[src/rtl/tx_enc_pkg.sv]
// tx_enc_pkg: shared widths, scheduler state encoding and the 7b checksum helper
package tx_enc_pkg;
    localparam int DATA_W = 7;
    localparam int CHK_W  = 3;
    localparam int CODE_W = 10;
    typedef enum logic [1:0] {
        IDLE  = 2'd0,
        SHIFT = 2'd1,
        GAP   = 2'd2
    } state_t;
    function automatic logic [CHK_W-1:0] chk_of(input logic [DATA_W-1:0] data);
        logic [CHK_W-1:0] n;
        n = '0;
        for (int i = 0; i < DATA_W; i++) n = n + {2'b00, data[i]};
        return ~n;
    endfunction
endpackage

[src/rtl/tx_chk_encoder.sv]
// tx_chk_encoder: combinational 7b -> 10b codeword {~popcount(data), data}
module tx_chk_encoder
    import tx_enc_pkg::*;
(
    input  logic [DATA_W-1:0] data,
    output logic [CODE_W-1:0] code
);
    assign code = {chk_of(data), data};
endmodule

[src/rtl/tx_encode_scheduler.sv]
// tx_encode_scheduler: round-robin share of one checksum encoder and serial TX line
module tx_encode_scheduler
    import tx_enc_pkg::*;
#(
    parameter int NUM_REQ    = 4,
    parameter int GAP_CYCLES = 1
) (
    input  logic                      clk,
    input  logic                      rst_n,
    input  logic [NUM_REQ-1:0]        req_valid,
    input  logic [DATA_W*NUM_REQ-1:0] req_data,
    output logic [NUM_REQ-1:0]        req_ready,
    output logic                      tx_bit,
    output logic                      tx_en,
    output logic [CODE_W-1:0]         tx_word,
    output logic [2:0]                tx_src,
    output logic                      busy,
    output logic                      frame_done
);
    state_t              state, next_state;
    logic [2:0]          rr_ptr, off, gnt_idx;
    logic [3:0]          sum, bit_cnt, gap_cnt;
    logic [NUM_REQ-1:0]  rot;
    logic                found, accept;
    logic [DATA_W-1:0]   win_data;
    logic [CODE_W-1:0]   code;
    logic [CODE_W-2:0]   sh;

    // rotate valids so bit 0 is the requester at rr_ptr, then take the lowest set bit
    always_comb begin
        rot = NUM_REQ'({req_valid, req_valid} >> rr_ptr);
        found = |rot;
        off = '0;
        for (int k = NUM_REQ - 1; k >= 0; k--) if (rot[k]) off = 3'(k);
        sum = {1'b0, rr_ptr} + {1'b0, off};
        gnt_idx = 3'(sum >= 4'(NUM_REQ) ? sum - 4'(NUM_REQ) : sum);
        accept = (state == IDLE) && found;
        req_ready = accept ? NUM_REQ'(1) << gnt_idx : '0;
    end

    always_comb begin
        win_data = '0;
        for (int k = 0; k < NUM_REQ; k++) if (gnt_idx == 3'(k)) win_data = req_data[DATA_W*k +: DATA_W];
    end

    tx_chk_encoder u_enc (
        .data (win_data),
        .code (code)
    );

    always_ff @(posedge clk or negedge rst_n) begin
        if (!rst_n) state <= IDLE;
        else        state <= next_state;
    end

    always_comb begin
        next_state = state;
        case (state)
            IDLE:    next_state = accept ? SHIFT : IDLE;
            SHIFT:   next_state = (bit_cnt == 4'd9) ? (GAP_CYCLES == 0 ? IDLE : GAP) : SHIFT;
            GAP:     next_state = (gap_cnt == 4'(GAP_CYCLES - 1)) ? IDLE : GAP;
            default: next_state = IDLE;
        endcase
    end

    // outputs are registered from next_state so they line up with the state they describe
    always_ff @(posedge clk or negedge rst_n) begin
        if (!rst_n) begin
            rr_ptr     <= '0;
            bit_cnt    <= '0;
            gap_cnt    <= '0;
            sh         <= '0;
            tx_word    <= '0;
            tx_src     <= '0;
            tx_bit     <= 1'b0;
            tx_en      <= 1'b0;
            busy       <= 1'b0;
            frame_done <= 1'b0;
        end else begin
            frame_done <= (state == SHIFT) && (bit_cnt == 4'd9);
            busy       <= next_state != IDLE;
            tx_en      <= next_state == SHIFT;
            if (accept) begin
                tx_word <= code;
                tx_src  <= gnt_idx;
                rr_ptr  <= (gnt_idx == 3'(NUM_REQ - 1)) ? 3'd0 : gnt_idx + 3'd1;
                sh      <= code[CODE_W-1:1];
                tx_bit  <= code[0];
                bit_cnt <= '0;
            end else if (state == SHIFT) begin
                bit_cnt <= bit_cnt + 4'd1;
                tx_bit  <= (bit_cnt == 4'd9) ? 1'b0 : sh[0];
                sh      <= sh >> 1;
                gap_cnt <= '0;
            end else if (state == GAP) begin
                gap_cnt <= gap_cnt + 4'd1;
                tx_bit  <= 1'b0;
            end
        end
    end
endmodule

[config.mk]
export PLATFORM = sky130hd
export DESIGN_NAME = tx_encode_scheduler
export DESIGN_NICKNAME = d
export VERILOG_FILES = /design/src/rtl/tx_enc_pkg.sv /design/src/rtl/tx_chk_encoder.sv /design/src/rtl/tx_encode_scheduler.sv
export SDC_FILE = /design/constraint.sdc
export NUM_CORES = 1
export LEC_CHECK = 0
export CORE_MARGIN = 5
export CORE_UTILIZATION = 53
export CTS_BUF_LIST = sky130_fd_sc_hd__clkbuf_4
export DETAILED_ROUTE_END_ITERATION = 12
export GPL_ROUTABILITY_DRIVEN = 1
export PLACE_DENSITY = 0.94
export SYNTH_ARGS = -nofsm -noshare
export SYNTH_HDL_FRONTEND = slang
export SYNTH_SLANG_ARGS = --single-unit
[constraint.sdc]
create_clock -name clk -period 5.6 [get_ports clk]
set_input_delay 1.4 -clock clk [delete_from_list [all_inputs] [get_ports clk]]
set_output_delay 1.4 -clock clk [all_outputs]
set_load 0.01 [all_outputs]
==> results by group, run 1 <==
Timing
  – Final-report hold violation count: 0
  – Slew headroom: 41.10%
  – Tmin final: 5.735 ns
  – Fmax achieved: 0.1744 GHz
  – Worst Slack Setup Final: -0.1350 ns
  – Skew final: 0.01235 ns
  – RSZ-0062 raised after global routing: yes
  – Period utilization: 102.4%
  – Final hold slack: 0.5325 ns
  – Worst Tran Pin Value: 0.8836 ns
  – Final setup vio count: 4
  – Slew Viols, Final: 0

Floorplan
  – Die Footprint: 6217 µm²
  – Initial Util: between 50% and 60%
  – Core Region: approximately 4700 µm²
  – Die width: 78.85 µm
  – Row cnt: 25
  – Die span in y: 78.85 µm
  – # IOs: 55

Route
  – Post-route antenna net violation count: 0
  – Drt wl/cell: between 15 and 20 µm
  – DR vias: 2220
  – Drt total wl: 6.926 mm
  – Pre-Repair DR Iteration Count: 4
  – Vias per cell: approximately 5.8
  – DRT iter0 DRCs: 119
  – DRC: 0

Placed design
  – Port Buffers: between 50 and 60
  – Dpl ws: -0.8827 ns
  – Final Wtd Congestion: 0.8888
  – Detailed Place HPWL: around 4.3 mm
  – Placed Area: 3222 µm²
  – Placed cells: between 300 and 400

Synthesis
  – Cells after Synth: 247
  – Syn Std Cell Area: around 2500 µm²
  – Asr flop ratio synth: 100.0%
  – Synth Warn #: 0
  – Netlist cell types: between 40 and 50
  – Mean Syn Cell Area: 10.17 µm²
  – Synth area leaders: dfrtp_1 (39%), mux2i_1 (9.6%), ha_1 (8.5%)
  – EDFF count, synth: 0
  – Prevailing post-synth register cell: dfrtp_1
  – #FFs+latches synth: 39
  – Synth area leader: dfrtp_1
  – Syn nets: 302
  – Area fraction of the dominant cell type after synthesis: 38.84%
  – Sequential cell area fraction in the yosys report: 38.84%

Final layout
  – # diodes: 0
  – Commonest non-fill, non-tap cell in the layout: clkdlybuf4s50_1
  – Post-synthesis to final-layout area growth: 39.29%
  – Share of layout cells above drive strength 1: 27.96%
  – Fill cells: approximately 240
  – Final nets: 383
  – Finished Layout Cells: 383
  – Fin area: 3500 µm²
  – Most frequent cells in the layout: clkdlybuf4s50_1 (46), dfrtp_1 (39), buf_4 (31)

Setup path
  – Worst path slowest cell: fa_2
  – WP data arrival: 5.98 ns
  – CP cell instances: buf_8 > nor2b_4 > a311o_2 > buf_4 > a31o_2 > fa_2 > inv_4 > ha_4 > nand2_1 > o211ai_1 > nand3_1 > inv_2 > ha_4 > inv_2 > fa_1 > fa_1 > inv_1 > ha_2 > inv_2 > fa_2 > xor2_2 > mux2_4
  – CP Capture Type: register
  – Critical Path Start Type: primary input
  – WP data required: between 5 and 6 ns
  – WS Path Type: primary input to register
  – Most common cell on crit path: inv_2
  – Critical Path Max Stage Delay: 0.66 ns
  – Crit-path max FO: 5
  – Reg2reg setup slack: ~0.37 ns

Clock network
  – CTS Hold Buffers Added: 0
  – CTS tree: done
  – Maximum clock path buffer count: 2
  – Htree depth: 2
  – Root Buffer: clkbuf_4
  – Worst-path clk slew: 0.13 ns
  – CTS Sinks: 39
  – CTS Buf Count: 5
  – Clock Latency Late Sink: about 0.36 ns

GRT
  – Grt total ovfl: 0
  – GR Util All Layers: 22.04%
  – Number of global-route vias before repair: approximately 2300
  – Largest net degree at the start of global routing: 40
  – First-pass GRT wire length: 10.87 mm
  – Initial antenna violation count: 0

Worst hold path
  – Min-Delay Path Class: register to register

Job
  – Max-cap violations: 0

Run status
  – Failing checks: setup timing
  – Status: finished with violations
## metal layers
layer	vias up	part of all wire (%)	track usage, %
met4	0	4.3	8.935
met3	33	6.8	4.649
met2	112	50	39.47
met5	-	0	0
li1	1004	-	-
met1	1071	39	25.56
## registers in the layout, summed over array words and instances (netlist names)
signal and flops:
tx_word 10, sh 9, bit_cnt 4, gap_cnt 4
rr_ptr 3, tx_src 3, state 2, busy 1
frame_done 1, tx_bit 1, tx_en 1
## stage by stage
step | utilization (%) | TNS, ns
final | 75.09 | -0.4104
after detailed placement | 69.13 | -5.146
after global placement | 69.13 | -4.229
after global routing | 75.09 | -0.8521
after CTS | 73.07 | -0.07977
after floorplan | - | -0.8080
## Yosys cell counts (2+ instances only)
master / count
fa_1: 4
o211ai_1: 7
nand2_1: 27
and3_1: 5
a21oi_1: 7
inv_1: 26
ha_1: 17
xor2_1: 3
buf_1: 2
dfrtp_1: 39
nor2b_1: 10
nor2_1: 10
mux2i_1: 24
nand3b_1: 2
mux2_4: 5
buf_2: 2
nor3b_1: 2
clkbuf_1: 4
o21ai_0: 12
nand3_1: 8
mux2_2: 8
nand2b_1: 2
## logic make-up after synthesis
group | count (synthesis) | share of synthesized area, %
AOI/OAI and AO/OA | 38 | 11.11
xor gates and xnor gates | 4 | 1.395
adders and majority gates | 21 | 11.65
DFF | 39 | 38.84
muxes | 37 | 16.14
and+or+nand+nor | 71 | 14.34
buffers and inverters | 37 | 6.524
## worst max-delay path, delay by kind of cell
kind,cells,cell delay (ns)
buf+inv,7,0.55
mux,1,0.27
fa+ha+maj,7,2.55
simple gates,3,0.34
compound gates,3,0.69
xor+xnor,1,0.16
## path summary, 6_finish.rpt
| kind | startpoint | end | cells past startpoint |
|---|---|---|---|
| max in group asynchronous | rst_n | busy$_DFF_PN0_ | 1 |
| max reg2reg | rr_ptr[0]$_DFFE_PN0P_ | sh[8]$_DFFE_PN0P_ | 22 |
| min reg2reg | tx_word[5]$_DFFE_PN0P_ | tx_word[5]$_DFFE_PN0P_ | 2 |
| max | req_valid[2] | sh[8]$_DFFE_PN0P_ | 22 |
| min | tx_word[5]$_DFFE_PN0P_ | tx_word[5]$_DFFE_PN0P_ | 2 |
| min in group asynchronous | rst_n | tx_word[8]$_DFFE_PN0P_ | 1 |
## final cells by class
type,count,area (µm²),area share (%)
Clock buffer,5,37.54,1.073
Inverter,26,100.1,2.860
Clock inverter,3,15.01,0.4290
Timing Repair Buffer,85,778.2,22.24
Sequential cell,39,975.9,27.89
Multi-Input combinational cell,171,1525,43.58
Tap cell,54,67.56,1.931
## timing repair
item | 4_1_cts | 5_1_grt
resized for setup | 37 | 18
setup buffers | 5 | 5
endpoints found under the setup margin | 8 | 8
pin swaps | 17 | 13
Power of run 1 is left out: the tool's default activity adds up to more than one toggle a clock period on the data nets, which glitch-free logic cannot reach.
==> run 2: changes to the inputs <==
Settings changed: SKIP_CTS_REPAIR_TIMING set to 1.
==> results by group, run 2 (synthesis results as in run 1) <==
Timing
  – Final setup vio count: 2
  – Tmin final: 5.663 ns
  – Period utilization: 101.1%
  – Fmax achieved: 0.1766 GHz
  – RSZ-0062 raised after global routing: yes
  – Slew headroom: 39.42%
  – Worst Slack Setup Final: -0.06339 ns
  – Setup TNS: -0.1070 ns
  – Skew final: 0.007286 ns
  – Final-report hold violation count: 0
  – Worst Tran Pin Value: 0.9086 ns
  – Slew Viols, Final: 0

Clock network
  – CTS Buf Count: 5
  – Maximum clock path buffer count: 2
  – CTS Sinks: 39
  – Htree depth: 2
  – Clock Latency Late Sink: 0.35 ns
  – Root Buffer: clkbuf_4
  – CTS tree: done
  – Worst-path clk slew: about 0.12 ns

Setup path
  – WP data arrival: about 5.9 ns
  – CP Capture Type: register
  – Critical Path Start Type: primary input
  – WP data required: 5.85 ns
  – WS Path Type: primary input to register
  – Crit-path max FO: 5

Floorplan
  – Die width: approximately 80 µm
  – # IOs: 55
  – Die span in y: 78.85 µm
  – Die Footprint: 6217 µm²
  – Core Region: 4661 µm²
  – Initial Util: 53.91%
  – Row cnt: 25

Route
  – Vias per cell: roughly 5.6
  – Drt total wl: about 6.4 mm
  – DR vias: 2089
  – Pre-Repair DR Iteration Count: 4
  – DRC: 0
  – Post-route antenna net violation count: 0
  – Drt wl/cell: 16.93 µm
  – DRT iter0 DRCs: 143

Final layout
  – Post-synthesis to final-layout area growth: 35.31%
  – Final nets: 376
  – Commonest non-fill, non-tap cell in the layout: clkdlybuf4s50_1
  – Most frequent cells in the layout: clkdlybuf4s50_1 (49), dfrtp_1 (39), inv_1 (24), mux2i_1 (24), buf_4 (24)
  – Max reg flops: 10
  – Top reg by flops: tx_word
  – Top flop regs: tx_word: 10 flops, sh: 9 flops
  – # diodes: 0
  – Fill cells: 273
  – Share of layout cells above drive strength 1: 23.91%

Placed design
  – Port Buffers: 54
  – Detailed Place HPWL: between 4 and 5 mm
  – Final Wtd Congestion: 0.8888

GRT
  – Global Route met3 Usage: 4.535%
  – Number of global-route vias before repair: about 2100
  – Met1 usage: 23.21%
  – GR peak layer: met2
  – Grt total ovfl: 0
  – GR Util All Layers: roughly a fifth
  – First-pass GRT wire length: approximately 9.4 mm
  – Initial antenna violation count: 0
  – Met2 Use GR: 32.26%
  – Largest net degree at the start of global routing: 40

Job
  – Max-cap violations: 0

Run status
  – Status: finished with violations
  – Failing checks: setup timing

Worst hold path
  – Min-Delay Path Class: register to register
## run 2: changes by cell type in the layout (fill, tap and decap cells not counted), sizes merged
cell	change
buf	-9
clkbuf	+1
clkdlybuf4s50	+3
dlymetal6s2s	-2
## run 2: path summary, 6_finish.rpt
kind | endpoint | cells after the start | start | slack [ns]
min | tx_word[2]$_DFFE_PN0P_ | 2 | tx_word[2]$_DFFE_PN0P_ | 0.53
max in group asynchronous | sh[6]$_DFFE_PN0P_ | 1 | rst_n | 3.91
max reg2reg | sh[8]$_DFFE_PN0P_ | 22 | rr_ptr[0]$_DFFE_PN0P_ | 0.45
max | sh[8]$_DFFE_PN0P_ | 23 | req_valid[3] | -0.06
min reg2reg | tx_word[2]$_DFFE_PN0P_ | 2 | tx_word[2]$_DFFE_PN0P_ | 0.53
min in group asynchronous | gap_cnt[0]$_DFFE_PN0P_ | 1 | rst_n | 1.16
## run 2: final cells by class
cell class	count	area, µm²	area share (%)
clock buffer	5	37.54	1.104
multi-input combinational	171	1493	43.91
tap	54	67.56	1.987
clock inverter	3	15.01	0.4417
sequential	39	975.9	28.71
timing repair buffer	78	713.2	20.98
inverter	26	97.59	2.871
## run 2: worst max-delay path, cell delays in order
cell	delay, ns
clkbuf_2	0.11
and4bb_2	0.23
a21oi_2	0.14
o221ai_2	0.10
o2bb2ai_1	0.15
ha_2	0.19
fa_2	0.63
inv_2	0.11
ha_4	0.20
nand2_2	0.06
o211ai_1	0.09
nand3_1	0.12
inv_1	0.07
ha_1	0.28
inv_1	0.04
fa_1	0.49
fa_1	0.40
inv_1	0.07
ha_2	0.17
inv_2	0.04
fa_2	0.35
xor2_2	0.19
mux2_4	0.28
## run 2: layer usage
layer,up-vias,part of all wire (%)
li1,988,-
met1,1006,41
met2,84,51
met3,11,6.7
met4,0,1.2
met5,-,0
## run 2: through the flow
stage	instance area (µm²)	util, %	std cells	setup WS [ns]	hold slack (ns)
2_1_floorplan	2552	-	247	-0.2087	0.4776
3_3_place_gp	3222	69.13	365	-0.7285	0.4982
3_5_place_dp	3222	69.13	365	-0.8827	0.5007
4_1_cts	3274	70.26	373	-0.5379	0.5292
5_1_grt	3400	72.94	376	-0.2657	0.5565
6_report	3400	72.94	376	-0.06339	0.5290
Power of run 2 is left out for the same reason.
==> run 3: changes to the inputs <==
Settings changed: ABC_CLOCK_PERIOD_IN_PS set to 6100.
Clock period 5.6 ns to 6.1 ns, I/O delays scaled along.
==> results by group, run 3 (synthesis results as in run 1) <==
Clock network
  – Worst-path clk slew: roughly 0.12 ns
  – CTS tree: done
  – Htree depth: 2
  – Root Buffer: clkbuf_4
  – Maximum clock path buffer count: 2
  – CTS Buf Count: 5
  – CTS Sinks: 39
  – Clock Latency Late Sink: ~0.34 ns

GRT
  – GR Util All Layers: between 10% and 20%
  – Number of global-route vias before repair: 2043
  – Grt total ovfl: 0
  – First-pass GRT wire length: approximately 9.3 mm
  – Largest net degree at the start of global routing: 40
  – Initial antenna violation count: 0

Final layout
  – Fill cells: 310
  – Multi-input combinational cell area: between 1000 and 1500 µm²
  – Finished Layout Cells: 372
  – Share of layout cells above drive strength 1: around 18%
  – # diodes: 0
  – Final nets: 372
  – Post-synthesis to final-layout area growth: 31.72%
  – Top flop regs: tx_word: 10 flops, sh: 9 flops
  – Most frequent cells in the layout: clkdlybuf4s50_1 (49), dfrtp_1 (39), nand2_1 (27)
  – Top reg by flops: tx_word
  – Register area: about 980 µm²
  – Max reg flops: 10
  – Fin area: 3309 µm²
  – Commonest non-fill, non-tap cell in the layout: clkdlybuf4s50_1

Placed design
  – Final Wtd Congestion: ~0.87
  – Placed cells: 363
  – Detailed Place HPWL: between 4 and 5 mm
  – Placed Area: 3194 µm²
  – Dpl ws: -0.5092 ns
  – Port Buffers: 54

Route
  – Pre-Repair DR Iteration Count: 4
  – Post-route antenna net violation count: 0
  – Vias per cell: 5.414
  – DR vias: between 2000 and 2500
  – Drt total wl: 5.629 mm
  – DRT iter0 DRCs: roughly 120
  – DRC: 0
  – Drt wl/cell: roughly 15 µm

Setup path
  – Crit-path max FO: 7
  – WS Path Type: primary input to register
  – Critical Path Max Stage Delay: 0.53 ns
  – Critical Path Start Type: primary input
  – CP cell instances: dlymetal6s2s_1 > nor2b_1 > a311o_2 > nor4_2 > a31o_2 > fa_2 > ha_4 > nor2_2 > o211ai_1 > and3_1 > ha_1 > inv_1 > fa_1 > fa_1 > inv_1 > ha_1 > inv_1 > fa_1 > xor2_1 > mux2_4
  – Worst path slowest cell: fa_1
  – WP data arrival: 6.16 ns
  – Reg2reg setup slack: 0.99 ns
  – WP data required: 6.33 ns
  – CP Capture Type: register

Timing
  – Worst Slack Setup Final: 0.1687 ns
  – Fmax achieved: around 0.17 GHz
  – Final-report hold violation count: 0
  – Period utilization: 97.23%
  – Worst Tran Pin Value: 0.9349 ns
  – Tmin final: just under 6 ns
  – Final hold slack: 0.5163 ns
  – Slew Viols, Final: 0
  – Slew headroom: between 30% and 40%
  – Skew final: 0.007233 ns
  – Final setup vio count: 0

Run status
  – Status: completed

Floorplan
  – Row cnt: 25
  – Die width: a little under 80 µm
  – # IOs: 55
  – Core Region: around 4700 µm²
  – Die span in y: approximately 80 µm
  – Initial Util: 53.91%
  – Die Footprint: 6217 µm²

Job
  – Max-cap violations: 0

Worst hold path
  – Min-Delay Path Class: register to register
-- run 3: path summary, 6_finish.rpt --
| path | startpoint | endpoint | depth (start not counted) |
|---|---|---|---|
| setup / recovery | req_valid[2] | tx_word[9]$_DFFE_PN0P_ | 20 |
| hold / removal | tx_word[8]$_DFFE_PN0P_ | tx_word[8]$_DFFE_PN0P_ | 1 |
| setup reg to reg | rr_ptr[0]$_DFFE_PN0P_ | tx_word[9]$_DFFE_PN0P_ | 19 |
| hold reg to reg | tx_word[8]$_DFFE_PN0P_ | tx_word[8]$_DFFE_PN0P_ | 1 |
| max in group asynchronous | rst_n | tx_word[7]$_DFFE_PN0P_ | 1 |
| min in group asynchronous | rst_n | gap_cnt[0]$_DFFE_PN0P_ | 1 |
-- run 3: metrics by stage --
step / utilization (%) / TNS (ns)
3_5_place_dp: 68.54 / -2.043
6_report: 71.01 / 0
5_1_grt: 71.01 / -0.1928
2_1_floorplan: - / 0
3_3_place_gp: 68.54 / -1.274
4_1_cts: 69.66 / -0.6785
-- run 3: area by class of cell --
| cell class | instances | area share [%] |
|---|---|---|
| multi-input combinational | 171 | 42.91 |
| sequential | 39 | 29.49 |
| timing repair buffer | 74 | 21.02 |
| inverter | 26 | 2.949 |
| tap | 54 | 2.042 |
| clock buffer | 6 | 1.361 |
| clock inverter | 2 | 0.2268 |
-- run 3: per-layer routing --
layer  part of all wire, %  global-route usage (%)  wire length, µm  up-vias
li1                      -                       -                -      982
met1                    43                   22.42             2414      968
met5                     0                       0                0        -
met2                    50                   33.53             2827       54
met4                   1.6                   4.639               88        0
met3                   5.3                   4.422              298       10
-- run 3: worst max-delay path, delay by kind of cell --
kind                     cells  cell delay, ns
multiplexers                 1            0.26
adder cells (fa/ha/maj)      7            2.46
buffers and inverters        4            0.32
AO/OA/AOI/OAI                3            0.70
AND/OR/NAND/NOR              4            0.73
XOR/XNOR                     1            0.18
Power of run 3 is left out for the same reason.
